===== config.mk =====
export PLATFORM = sky130hd
export DESIGN_NAME = input_settle_detect
export DESIGN_NICKNAME = d
export VERILOG_FILES = /design/src/rtl/input_settle_detect.sv
export SDC_FILE = /design/constraint.sdc
export NUM_CORES = 1
export LEC_CHECK = 0
export CORE_AREA = 2 2 39 41
export CTS_CLUSTER_SIZE = 20
export DETAILED_ROUTE_END_ITERATION = 10
export DIE_AREA = 0 0 41 43
export PLACE_DENSITY = 0.37
export SYNTH_ARGS = -nofsm -noshare
export SYNTH_HDL_FRONTEND = slang
export SYNTH_SLANG_ARGS = --single-unit

===== constraint.sdc =====
create_clock -name i_clk -period 1 [get_ports i_clk]
set_input_delay 0.1 -clock i_clk [delete_from_list [all_inputs] [get_ports i_clk]]
set_output_delay 0.1 -clock i_clk [all_outputs]
set_load 0.02 [all_outputs]

===== src/rtl/input_settle_detect.sv =====
// Tracks the last observed {a,b} vector and how long it has been stable.
module input_settle_detect #(
  parameter int unsigned SETTLE_CYCLES = 2
) (
  input  logic       i_clk,
  input  logic       i_rst,
  input  logic       i_load,
  input  logic       i_track,
  input  logic       i_count,
  input  logic [1:0] i_vec,
  output logic [1:0] o_prev_vec,
  output logic       o_changed_c,
  output logic       o_stable_c
);

  localparam int unsigned CW = (SETTLE_CYCLES > 1) ? $clog2(SETTLE_CYCLES) : 1;
  localparam logic [CW-1:0] CNT_TARGET = CW'(SETTLE_CYCLES - 1);

  logic [1:0]    prev_q, prev_d;
  logic [CW-1:0] cnt_q, cnt_d;

  // Change/stable pulses and next prev_vec/settle_cnt
  always_comb begin
    prev_d      = prev_q;
    cnt_d       = cnt_q;
    o_changed_c = (i_vec != prev_q);
    o_stable_c  = i_count && !o_changed_c && (cnt_q == CNT_TARGET);
    if (i_load) begin
      prev_d = i_vec;
      cnt_d  = '0;
    end else if (i_track && o_changed_c) begin
      prev_d = i_vec;
      cnt_d  = '0;
    end else if (i_count && (cnt_q != CNT_TARGET)) begin
      cnt_d = cnt_q + CW'(1);
    end
  end

  // prev_vec / settle_cnt registers
  always_ff @(posedge i_clk) begin
    if (i_rst) begin
      prev_q <= '0;
      cnt_q  <= '0;
    end else begin
      prev_q <= prev_d;
      cnt_q  <= cnt_d;
    end
  end

  assign o_prev_vec = prev_q;

endmodule


==> results.cfg, run 1 <==
[layout]
stdcell_count = 50
area_growth_pct = 139
drive_gt1_frac = 0.500
antenna_cells = 0
layout.nets = 42

[outcome]
outcome = finished, violations left
violations = setup timing

[synth]
synthCells = 17
synth_edf_count = 0
netlist_top_cells_count = nand2_1, dfxtp_1, nor2_1
synth_top_area_frac = 0.432
synthesis.area_um2 = 139
synth_seq_cells = 3
syn_nets = 24
ys_seq_area_frac = 0.432
synth_flop_cell = dfxtp_1
async_reset_ff_frac = 0
synth_warnings = 0
synth.avg_cell_area_um2 = 8.17
synth_largest_area_cell = dfxtp_1
yosysMostFrequentCell = nand2_1
ys_types = 7
synth_area_leaders = dfxtp_1, xnor2_1, a2111oi_2

[timing]
fmax_mhz = 901
relSlewSlack = 0.851
tightest_slew_ps = 224
rsz0062_at_grt = true
fin_crit_ps = 1110
setup_violations = 3
hold_violations = 0
fin_setup_tns_ps = -228
skew_ps = 5.47
layout_setup_ws_ps = -110
drv_slew = 0
post-route-period-util = 1.11

[flow_run]
cap_violations = 0

[global_routing]
grt_overflow_total = 0
antenna_found_initial = 0
grt_pass1_wl_um = 814
grt_use_total = 0.0744
grt_start_max_net_pins = 5
grt_pass1_vias = 206

[pwr]
p_leak_nw = 0.130
irDropWorstVdd_mv = 0.401
power_density_mw_per_mm2 = 1370

[clock_tree]
post-cts-setup-buffers = 0
cts_max_level = 1
cts_sinks = 3
numCtsBuffers = 3
ctsRootBufferMaster = clkbuf_4
cts_tree = built
clkLatencyLatePin_ps = 230
cts_buffer_depth = 2
clkTransAtPathRegs_ps = 40

[worst_setup_path]
rrSetupSlack_ps = -60
worstSetupStartpointType = flip-flop
cp-end-kind = output port
path_class = reg -> out
worstRegToRegCells = 4
arrival_ps = 1010
cp.required_ps = 900
rr_endpoint = cnt_q
critPathMaxFanout = 3
reg2reg_from = o_prev_vec[1]

[routing]
wl_um = 502
drc = 0
routedWlPerCell_um = 10.0
vias = 181
via_per_inst = 3.62
final_antenna_net_count = 0
dr.pass1.iters = 1
drt_iter0_drc = 0

[floorplan]
core_area_mm2 = 0.00138
die_area_mm2 = 0.00176
die_h_um = 43
ioPinCount = 11
start_util = 0.100
rows = 14
die_w_um = 41

[min_path]
hp-class = in -> reg
whs_path_depth = 3
min_from = i_vec[0]
hold_path_end = o_prev_vec[0]

[place]
portBuffers = 10
place_ws_ps = -647
hpwlAfterDp_um = 354
place_inst = 46
finalWeightedCongestion = 0.579
[where the power goes]
part           switching [W]  total (W)  internal [W]
Clock              0.0000647   0.000214      0.000150
Sequential        0.00000533   0.000131      0.000125
Combinational      0.0000513   0.000108     0.0000565
[cells in the final DEF (no fill, tap or decap)]
master	n
a21oi_1	2
nand2_1	3
buf_2	3
dfxtp_4	2
dfxtp_1	1
dlygate4sd2_1	2
a2111oi_4	1
o21ai_0	2
xnor2_2	2
clkbuf_1	1
nor2_2	1
nor2_1	2
clkbuf_4	3
buf_6	1
nand2_2	1
clkdlybuf4s50_1	4
buf_4	3
[routing by layer]
metal  vias up  part of all wire  GRT usage
met2        11              0.46      0.103
met1        78              0.35     0.0710
met5         -                 0          0
met4         0                 0     0.0800
met3         0              0.18     0.0366
li1         92                 -          -
[stage by stage]
stage | area, µm² | util | total power [W] | hold slack, ps
6_report | 332 | 0.240 | 0.000453 | 332
2_1_floorplan | 166 | - | 0.000178 | 159
3_5_place_dp | 309 | 0.223 | 0.000246 | 540
3_3_place_gp | 309 | 0.223 | 0.000246 | 540
4_1_cts | 332 | 0.240 | 0.000471 | 327
5_1_grt | 332 | 0.240 | 0.000490 | 359
[sequential cells by signal, summed over array words and instances (netlist names)]
register,count
cnt_q,1
o_prev_vec,2
[layout make-up]
class | instances | area (µm²)
Clock buffer | 4 | 26.3
Fill cell | 160 | 1050
Timing Repair Buffer | 13 | 106
Tap cell | 16 | 20.0
Multi-Input combinational cell | 14 | 111
Sequential cell | 3 | 67.6
[what timing repair did]
| item | CTS | global route |
|---|---|---|
| gates resized for setup | 21 | 0 |
| setup endpoints to repair | 5 | 3 |
| hold buffers | 0 | 0 |
| pin swaps | 4 | 0 |
[cell families after synthesis]
group,after synthesis,share of synthesized area
AO/OA/AOI/OAI,5,0.252
XOR/XNOR,2,0.126
flip-flops,3,0.432
AND/OR/NAND/NOR,7,0.189
[how the worst max path moves through the flow]
| stage | slack, ps | end | startpoint | cells past startpoint |
|---|---|---|---|---|
| finish | -110 | o_stable_c | o_prev_vec[1] | 4 |
| global route | -200 | o_stable_c | o_prev_vec[1] | 4 |
| CTS | -140 | o_stable_c | o_prev_vec[1] | 4 |
| detailed placement | -650 | o_stable_c | i_vec[1] | 5 |
| global placement | -640 | o_stable_c | i_vec[1] | 5 |
| floorplan | -40 | cnt_q | o_prev_vec[1] | 3 |
[worst max-delay path: stages, from the launching register on]
cell	delay, ps
dfxtp_4	340
xnor2_2	130
nand2_2	90
nor2_2	100
buf_6	120
No activity file was read; power rests on OpenSTA's default activity.
==> inputs of run 2 (changes only) <==
--- a/config.mk
+++ b/config.mk
@@ -10,6 +10,7 @@
 export DETAILED_ROUTE_END_ITERATION = 10
 export DIE_AREA = 0 0 41 43
 export PLACE_DENSITY = 0.37
+export SLEW_MARGIN = 20
 export SYNTH_ARGS = -nofsm -noshare
 export SYNTH_HDL_FRONTEND = slang
 export SYNTH_SLANG_ARGS = --single-unit
==> results of run 2 <==
The final DEF is identical to that of run 1; final timing and power are the same.
==> inputs of run 3 (changes only) <==
--- a/config.mk
+++ b/config.mk
@@ -6,10 +6,10 @@
 export NUM_CORES = 1
 export LEC_CHECK = 0
 export CORE_AREA = 2 2 39 41
-export CTS_CLUSTER_SIZE = 20
 export DETAILED_ROUTE_END_ITERATION = 10
 export DIE_AREA = 0 0 41 43
 export PLACE_DENSITY = 0.37
+export SKIP_LAST_GASP = 1
 export SLEW_MARGIN = 20
 export SYNTH_ARGS = -nofsm -noshare
 export SYNTH_HDL_FRONTEND = slang
==> results of run 3 <==
The final DEF is identical to that of run 1; final timing and power are the same.
